### config.mk
export PLATFORM = sky130hd
export DESIGN_NAME = eater_loader
export DESIGN_NICKNAME = d
export VERILOG_FILES = /design/src/rtl/eater_loader.sv
export SDC_FILE = /design/constraint.sdc
export NUM_CORES = 1
export LEC_CHECK = 0
export CAP_MARGIN = 20
export CORE_MARGIN = 2
export CORE_UTILIZATION = 56
export DETAILED_ROUTE_END_ITERATION = 10
export GPL_TIMING_DRIVEN = 0
export PLACE_DENSITY = 0.77
export SLEW_MARGIN = 0
export SYNTH_ARGS = -nofsm -noshare
export SYNTH_HDL_FRONTEND = slang
export SYNTH_SLANG_ARGS = --single-unit
### constraint.sdc
create_clock -name clk_i -period 3.95 [get_ports clk_i]
set_clock_uncertainty 0.2 [all_clocks]
set_input_delay 0.79 -clock clk_i [delete_from_list [all_inputs] [get_ports clk_i]]
set_output_delay 0.79 -clock clk_i [all_outputs]
set_load 0.05 [all_outputs]
### src/rtl/eater_loader.sv
// Serial program loader: UART 8N1 receiver feeding a framed write into the 16x8 program RAM.
// Optional echo transmitter on tx_o is enabled with `define EATER_LOADER_ECHO_EN.
module eater_loader #(
  parameter int unsigned CLKS_PER_BIT = 104,
  parameter logic [7:0]  SYNC_BYTE    = 8'hA5,
  parameter int unsigned WORDS        = 16
) (
  input  logic       clk_i,
  input  logic       reset_ni,
  input  logic       rx_i,
  output logic       mem_we_o,
  output logic [3:0] mem_addr_o,
  output logic [7:0] mem_data_o,
  output logic       cpu_hold_o,
  output logic       done_o,
  output logic       err_o,
  output logic       tx_o
);

  localparam int unsigned TW = $clog2(CLKS_PER_BIT);
  localparam logic [TW-1:0] BitLast  = TW'(CLKS_PER_BIT - 1);
  localparam logic [TW-1:0] HalfLast = TW'(CLKS_PER_BIT / 2 - 1);
  localparam logic [3:0]    LastAddr = 4'(WORDS - 1);

  typedef enum logic [1:0] {RxIdle, RxStart, RxData, RxStop} rx_state_e;
  typedef enum logic [1:0] {FrWaitSync, FrLoad, FrCheck} fr_state_e;

  rx_state_e      rx_state_q;
  logic           rx_meta_q, rx_sync_q, rx_prev_q;
  logic [TW-1:0]  rx_timer_q;
  logic [2:0]     rx_bit_q;
  logic [7:0]     rx_byte_q;
  logic           byte_valid_q, frame_err_q;

  fr_state_e      fr_state_q;
  logic [3:0]     count_q;
  logic [7:0]     sum_q;
  logic           mem_we_q, hold_q, done_q, err_q;
  logic [3:0]     mem_addr_q;
  logic [7:0]     mem_data_q;

`ifdef EATER_LOADER_ECHO_EN
  logic           stat_req_q, stat_ok_q;
`endif

  // Receiver: samples only the synchronized line; rx_prev_q provides the falling-edge detect.
  always_ff @(posedge clk_i or negedge reset_ni) begin
    if (!reset_ni) begin
      rx_meta_q    <= 1'b1;
      rx_sync_q    <= 1'b1;
      rx_prev_q    <= 1'b1;
      rx_state_q   <= RxIdle;
      rx_timer_q   <= '0;
      rx_bit_q     <= '0;
      rx_byte_q    <= '0;
      byte_valid_q <= 1'b0;
      frame_err_q  <= 1'b0;
    end else begin
      rx_meta_q    <= rx_i;
      rx_sync_q    <= rx_meta_q;
      rx_prev_q    <= rx_sync_q;
      byte_valid_q <= 1'b0;
      frame_err_q  <= 1'b0;
      unique case (rx_state_q)
        RxIdle: begin
          if (rx_prev_q && !rx_sync_q) begin
            rx_state_q <= RxStart;
            rx_timer_q <= '0;
          end
        end
        RxStart: begin
          if (rx_timer_q == HalfLast) begin
            rx_timer_q <= '0;
            rx_bit_q   <= '0;
            rx_state_q <= rx_sync_q ? RxIdle : RxData;
          end else begin
            rx_timer_q <= rx_timer_q + 1'b1;
          end
        end
        RxData: begin
          if (rx_timer_q == BitLast) begin
            rx_timer_q <= '0;
            rx_byte_q  <= {rx_sync_q, rx_byte_q[7:1]};
            if (rx_bit_q == 3'd7) rx_state_q <= RxStop;
            else                  rx_bit_q   <= rx_bit_q + 3'd1;
          end else begin
            rx_timer_q <= rx_timer_q + 1'b1;
          end
        end
        RxStop: begin
          if (rx_timer_q == BitLast) begin
            rx_timer_q   <= '0;
            rx_state_q   <= RxIdle;
            byte_valid_q <= rx_sync_q;
            frame_err_q  <= !rx_sync_q;
          end else begin
            rx_timer_q <= rx_timer_q + 1'b1;
          end
        end
        default: rx_state_q <= RxIdle;
      endcase
    end
  end

  // Frame sequencer: hold is released only by a frame whose checksum matches.
  always_ff @(posedge clk_i or negedge reset_ni) begin
    if (!reset_ni) begin
      fr_state_q <= FrWaitSync;
      count_q    <= '0;
      sum_q      <= '0;
      mem_we_q   <= 1'b0;
      mem_addr_q <= '0;
      mem_data_q <= '0;
      hold_q     <= 1'b0;
      done_q     <= 1'b0;
      err_q      <= 1'b0;
`ifdef EATER_LOADER_ECHO_EN
      stat_req_q <= 1'b0;
      stat_ok_q  <= 1'b0;
`endif
    end else begin
      mem_we_q <= 1'b0;
      done_q   <= 1'b0;
`ifdef EATER_LOADER_ECHO_EN
      stat_req_q <= 1'b0;
`endif
      if (frame_err_q) begin
        err_q <= 1'b1;
`ifdef EATER_LOADER_ECHO_EN
        if (fr_state_q != FrWaitSync) begin
          stat_req_q <= 1'b1;
          stat_ok_q  <= 1'b0;
        end
`endif
        fr_state_q <= FrWaitSync;
      end else if (byte_valid_q) begin
        unique case (fr_state_q)
          FrWaitSync: begin
            if (rx_byte_q == SYNC_BYTE) begin
              hold_q     <= 1'b1;
              err_q      <= 1'b0;
              sum_q      <= '0;
              count_q    <= '0;
              fr_state_q <= FrLoad;
            end
          end
          FrLoad: begin
            mem_we_q   <= 1'b1;
            mem_addr_q <= count_q;
            mem_data_q <= rx_byte_q;
            sum_q      <= sum_q + rx_byte_q;
            if (count_q == LastAddr) begin
              count_q    <= '0;
              fr_state_q <= FrCheck;
            end else begin
              count_q <= count_q + 4'd1;
            end
          end
          FrCheck: begin
            if (rx_byte_q == sum_q) begin
              done_q <= 1'b1;
              hold_q <= 1'b0;
            end else begin
              err_q <= 1'b1;
            end
`ifdef EATER_LOADER_ECHO_EN
            stat_req_q <= 1'b1;
            stat_ok_q  <= (rx_byte_q == sum_q);
`endif
            fr_state_q <= FrWaitSync;
          end
          default: fr_state_q <= FrWaitSync;
        endcase
      end
    end
  end

  assign mem_we_o   = mem_we_q;
  assign mem_addr_o = mem_addr_q;
  assign mem_data_o = mem_data_q;
  assign cpu_hold_o = hold_q;
  assign done_o     = done_q;
  assign err_o      = err_q;

`ifdef EATER_LOADER_ECHO_EN
  typedef enum logic [1:0] {TxIdle, TxStart, TxData, TxStop} tx_state_e;

  tx_state_e     tx_state_q;
  logic [TW-1:0] tx_timer_q;
  logic [2:0]    tx_bit_q;
  logic [7:0]    tx_shift_q;
  logic          tx_q;
  logic          ebuf_full_q, stat_pend_q;
  logic [7:0]    ebuf_q, stat_byte_q;

  // Echo byte has priority over the status byte so the checksum echo precedes 06/15.
  always_ff @(posedge clk_i or negedge reset_ni) begin
    if (!reset_ni) begin
      tx_state_q  <= TxIdle;
      tx_timer_q  <= '0;
      tx_bit_q    <= '0;
      tx_shift_q  <= '0;
      tx_q        <= 1'b1;
      ebuf_full_q <= 1'b0;
      ebuf_q      <= '0;
      stat_pend_q <= 1'b0;
      stat_byte_q <= '0;
    end else begin
      unique case (tx_state_q)
        TxIdle: begin
          if (ebuf_full_q || stat_pend_q) begin
            tx_shift_q <= ebuf_full_q ? ebuf_q : stat_byte_q;
            if (ebuf_full_q) ebuf_full_q <= 1'b0;
            else             stat_pend_q <= 1'b0;
            tx_q       <= 1'b0;
            tx_timer_q <= '0;
            tx_state_q <= TxStart;
          end
        end
        TxStart: begin
          if (tx_timer_q == BitLast) begin
            tx_timer_q <= '0;
            tx_bit_q   <= '0;
            tx_q       <= tx_shift_q[0];
            tx_shift_q <= {1'b0, tx_shift_q[7:1]};
            tx_state_q <= TxData;
          end else begin
            tx_timer_q <= tx_timer_q + 1'b1;
          end
        end
        TxData: begin
          if (tx_timer_q == BitLast) begin
            tx_timer_q <= '0;
            if (tx_bit_q == 3'd7) begin
              tx_q       <= 1'b1;
              tx_state_q <= TxStop;
            end else begin
              tx_q       <= tx_shift_q[0];
              tx_shift_q <= {1'b0, tx_shift_q[7:1]};
              tx_bit_q   <= tx_bit_q + 3'd1;
            end
          end else begin
            tx_timer_q <= tx_timer_q + 1'b1;
          end
        end
        TxStop: begin
          if (tx_timer_q == BitLast) begin
            tx_timer_q <= '0;
            tx_state_q <= TxIdle;
          end else begin
            tx_timer_q <= tx_timer_q + 1'b1;
          end
        end
        default: tx_state_q <= TxIdle;
      endcase
      if (byte_valid_q && !ebuf_full_q) begin
        ebuf_q      <= rx_byte_q;
        ebuf_full_q <= 1'b1;
      end
      if (stat_req_q) begin
        stat_pend_q <= 1'b1;
        stat_byte_q <= stat_ok_q ? 8'h06 : 8'h15;
      end
    end
  end

  assign tx_o = tx_q;
`else
  assign tx_o = 1'b1;
`endif

endmodule

== Word level (Yosys, flattened, before mapping) ==
Index checks and enable logic that the tools add are counted.

* Bits in registers: 55
* Input port bits: 3
* Output and inout bits: 17
* Logic and storage cells: 107

* Add/subtract/negate cells: 4
* Eq/ne operators: 22
* Multiplexer cells: 44
* Bitwise logic cells: 1
* Reduce and logical (&&, ||, !) cells: 18

{| class="wikitable"
|+ Operators by type and width
! operator !! count
|-
| 7-bit two-way mux || 3
|-
| 7-bit case mux with 3 select lines || 1
|-
| 2-bit two-way mux || 10
|-
| 1-bit two-way mux || 17
|-
| 2-bit != test (second input constant) || 8
|-
| 8-bit case mux with 2 select lines || 1
|-
| 4-bit AND reduction || 3
|-
| 5-bit AND reduction || 2
|-
| 3-bit two-way mux || 3
|-
| 3-bit != test (second input constant) || 3
|-
| 8-bit adder || 1
|-
| 8-bit equality test || 1
|-
| 8-bit equality test (second input constant) || 1
|-
| 4-bit two-way mux || 2
|-
| 8-bit two-way mux || 1
|-
| 2-bit case mux with 4 select lines || 1
|-
| 4-bit case mux with 2 select lines || 1
|-
| 2-bit nonzero test || 4
|-
| 7-bit by 1-bit adder with 7-bit output (second input constant) || 1
|-
| 7-bit by 6-bit equality test with 1-bit output (second input constant) || 1
|-
| 7-bit equality test (second input constant) || 1
|-
| 2-bit equality test (second input constant) || 3
|-
| 3-bit case mux with 2 select lines || 1
|-
| 3-bit AND reduction || 2
|-
| 14 further kinds || 17
|}

== Longest topological paths before layout ==
* Depth in word-level cells: 5
* Gate-level depth with buffers: 7
* Depth with buffers taken out: 7

== Least setup slack after synthesis ==
Ideal clock, no wire load.

* Path kind: register -> register
* From: reg rx_byte_q[0]
* To: reg sum_q[6]
* Setup time: 126 ps
* Arrival: 1740 ps
* Data required time: 3624 ps
* Slack: 1884 ps
* Stages on the path, launching flop included: 8
* Buffers on the path: 0
* Period minus slack after synthesis: 2066 ps
* Cells stage by stage: dfrtp_1 ha_1 fa_1 a21o_1 a21o_1 nand2_1 mux2i_1 a221o_1

* Cells in the longest elaborated chain, start to end: 3
* Elaborated cells on any way between the ends: 5
* Those cells by class: 1 x add/sub; 2 x eq/ne; 1 x mux; 1 x reduce/logical

{| class="wikitable"
|+ RTL lines
! element !! line !! text
|-
| start: declaration || 32 || <nowiki>logic [7:0] rx_byte_q;</nowiki>
|-
| start signal: assignment || 83 || <nowiki>rx_byte_q <= {rx_sync_q, rx_byte_q[7:1]};</nowiki>
|-
| parallel branches: the longest is 3 deep, another holds 8-bit adder || -- ||
|-
| end signal: assignment || 151 || <nowiki>sum_q <= sum_q + rx_byte_q;</nowiki>
|-
| end: declaration || 37 || <nowiki>logic [7:0] sum_q;</nowiki>
|}

Several ways; the timed one is not identified.
A chain may end at the register's enable or synchronous reset.

== Worst setup path after layout ==
* From: reg hold_q (netlist: cpu_hold_o)
* To: out cpu_hold_o

{| class="wikitable"
|+ RTL lines
! element !! line !! text
|-
| start: declaration || 38 || <nowiki>logic mem_we_q, hold_q, done_q, err_q;</nowiki>
|-
| start signal: assignment || 114 || <nowiki>hold_q <= 1'b0;</nowiki>
|-
| start signal: assignment || 140 || <nowiki>hold_q <= 1'b1;</nowiki>
|-
| start signal: assignment || 162 || <nowiki>hold_q <= 1'b0;</nowiki>
|-
| end: declaration || 14 || <nowiki>output logic cpu_hold_o,</nowiki>
|}

No word-level cell between the ends.

==> flow_summary_export.csv <==
group,metric,value,unit
timing,worst-slew-pin-transition,621,ps
die,dieArea,5520,sq um
critical_path,r2r-start,"rx_byte_q[6]",
critical_path,setup.worst_path.end_class,"output port",
die,die_y,74.3,um
clocking,post-cts-setup-buffer-count,0,
synthesis,synth_cell_types,52,
critical_path,crit_family,"buffers and inverters",
critical_path,worstSetupPathType,"reg2out",
clocking,ctsResizeCount,0,
synthesis,ys.flop_type,"dfrtp_1",
cells_and_area,num-fill-cells,387,
clocking,cts_tree,"built",
synthesis,postSynthNetCount,266,
clocking,cts_sinks,55,
power_and_ir_drop,power.density,372,nW/um^2
synthesis,synth_commonest_cells,"dfrtp_1 (52), nand2_1 (21), o21ai_0 (18)",
timing,hold_ws,159,ps
synthesis,ys_warn_count,0,
drt,drc,0,
cells_and_area,drive_gt1_share,16.5,%
drt,drtIter0Drc,133,
timing,timing.final.crit_share,62.8,%
min_path,hp-start,"rx_meta_q",
power_and_ir_drop,total_leakage_power,1.49,nW
drt,wl_per_cell,13.9,um
die,chipWidth,74.3,um
die,core-area,4750,sq um
timing,max-slew-margin-rel,58.6,%
synthesis,avgSynthCellArea,11.0,sq um
synthesis,yosys-top-cells-area,"dfrtp_1 (47%), ha_1 (5.0%), mux2_2 (4.9%)",
critical_path,reg2regPathDepth,5,
drt,ant_nets,0,
critical_path,worstPathCellList,"clkdlybuf4s50_1",
critical_path,crit_path_max_fanout,3,
synthesis,ys_seq_elements,55,
synthesis,yosysTopAreaCellShare,47.1,%
global_route,grt_pass1_vias,1823,
clocking,htree_levels,2,
clocking,numCtsBuffers,5,
timing,rsz0062_at_grt,"no",
synthesis,ys_seq_area_share,49.9,%
timing,fin_crit,2480,ps
timing,timing.setup.tns,0,ps
global_route,gr-total-overflow,0,
min_path,min_path_type,"reg2reg",
critical_path,slowest_delay,810,ps
timing,setup_ws,1470,ps
cells_and_area,synthToLayoutAreaGrowth,13.0,%
drt,drtPass1Iterations,4,
synthesis,synth_top_cell_by_area,"dfrtp_1",
drt,vias,1915,
timing,hold_viol,0,
drt,wl,4.79,mm
timing,final_max_slew_viol_count,0,
placed_design,dp_slack,1780,ps
global_route,antenna_found_initial,0,
critical_path,crit_arrival,1490,ps
cells_and_area,multi_input_area,1310,sq um
global_route,grt_use_total,19.8,%
clocking,path_clk_slew,90,ps
min_path,min_to,"rx_sync_q",
placed_design,portBuffers,18,
synthesis,netlist_area,2770,sq um
cells_and_area,nNetsFinal,292,
die,ios,20,
timing,setup_viol,0,
synthesis,async_flop_share,100,%
critical_path,startpoint,"cpu_hold_o",
critical_path,path_buf_inv,1,
critical_path,r2r-end,"sum_q[7]",
critical_path,start_kind,"flop",
timing,max_freq,403,MHz
clocking,clock_path_buffers,2,
placed_design,post-dp-hpwl,3.53,mm
drt,via_per_inst,5.55,
cells_and_area,diodes,0,
clocking,clk_latency,310,ps
synthesis,yosysMostFrequentCell,"dfrtp_1",
power_and_ir_drop,vdd_ir_drop_max,0.320,mV
status,outcome,"complete, no violations",
critical_path,required,2960,ps
run,drv_cap,0,
placed_design,globalplace.congestion,0.815,
clocking,cts_root_buf,"clkbuf_8",
global_route,grt_first_pass_wirelength,8.40,mm
synthesis,synth_edf_count,0,
critical_path,reg2reg_slack,1750,ps
critical_path,crit_slowest_cell,"clkdlybuf4s50_1",
global_route,grt_start_max_net_pins,30,
die,start_util,58.2,%
clocking,cts_hold_buf,0,
min_path,holdPathStages,0,
cells_and_area,ff_latch_area,1380,sq um
die,rows,25,
synthesis,synthCells,251,
[metrics by stage]
stage | instances | power, mW | util [%] | instance area, sq um
after detailed placement | 337 | 0.882 | 64.0 | 3040
after floorplan | 251 | 0.826 | - | 2770
after global placement | 336 | 0.874 | 63.7 | 3030
final | 345 | 1.16 | 65.7 | 3130
after global routing | 345 | 1.25 | 65.7 | 3130
after CTS | 345 | 1.18 | 65.7 | 3130
[registers in the layout, summed over array words and instances, names as in the netlist, 2 cells and up, named ones only]
name	flops
mem_data_o	8
rx_byte_q	8
sum_q	8
rx_timer_q	7
count_q	4
mem_addr_o	4
rx_bit_q	3
fr_state_q	2
[placed cells by master, fill, tap and decap left out, types with 4 or more instances in the layout]
| cell type | count |
|---|---|
| a21o_1 | 4 |
| a21oi_1 | 12 |
| buf_2 | 8 |
| clkbuf_8 | 5 |
| clkdlybuf4s50_1 | 17 |
| dfrtp_1 | 52 |
| ha_1 | 11 |
| inv_1 | 7 |
| mux2_2 | 12 |
| mux2_4 | 7 |
| mux2i_1 | 4 |
| nand2_1 | 21 |
| nand2b_1 | 4 |
| nand3_1 | 12 |
| nor2_1 | 16 |
| o21ai_0 | 18 |
| xnor2_1 | 4 |
[worst max-delay path by stage]
stage | depth (start not counted) | end
after floorplan | 7 | sum_q[6]
after CTS | 1 | cpu_hold_o
after global routing | 1 | cpu_hold_o
after global placement | 1 | rx_timer_q[0]
final | 1 | cpu_hold_o
after detailed placement | 7 | sum_q[6]
[kinds of logic (layout without fill, tap and decap cells)]
kind of cell             after synthesis  in the layout  share of synthesized area (%)
XOR/XNOR                               6              6                           1.90
AND/OR/NAND/NOR                       78             78                           15.7
adder cells (fa/ha/maj)               12             12                           5.70
buffers and inverters                 17             44                           2.76
other                                  1              1                          0.136
AO/OA/AOI/OAI                         59             59                           13.7
flip-flops                            55             55                           49.9
multiplexers                          23             23                           10.1
[layout make-up]
class	count	area share, %
Tap cell	67	2.68
Clock inverter	1	0.160
Multi-Input combinational cell	179	41.9
Sequential cell	55	44.2
Inverter	8	0.961
Buffer	9	1.48
Timing Repair Buffer	19	6.24
Clock buffer	7	2.44
[metal layers]
metal,vias up,track usage [%],part of all wire (%)
met5,-,0,0
met4,0,5.16,0.52
met3,2,4.07,3.0
met2,30,33.5,50
met1,926,26.2,46
li1,957,-,-
[where the power goes]
group          leakage (nW)  total [mW]  internal, mW  switching, mW
Combinational         0.706       0.222        0.0924          0.129
Clock                0.0422       0.295         0.125          0.170
Sequential            0.745       0.647         0.605         0.0416
Total                  1.49        1.16         0.822          0.341
No activity file was read; power rests on OpenSTA's default activity.
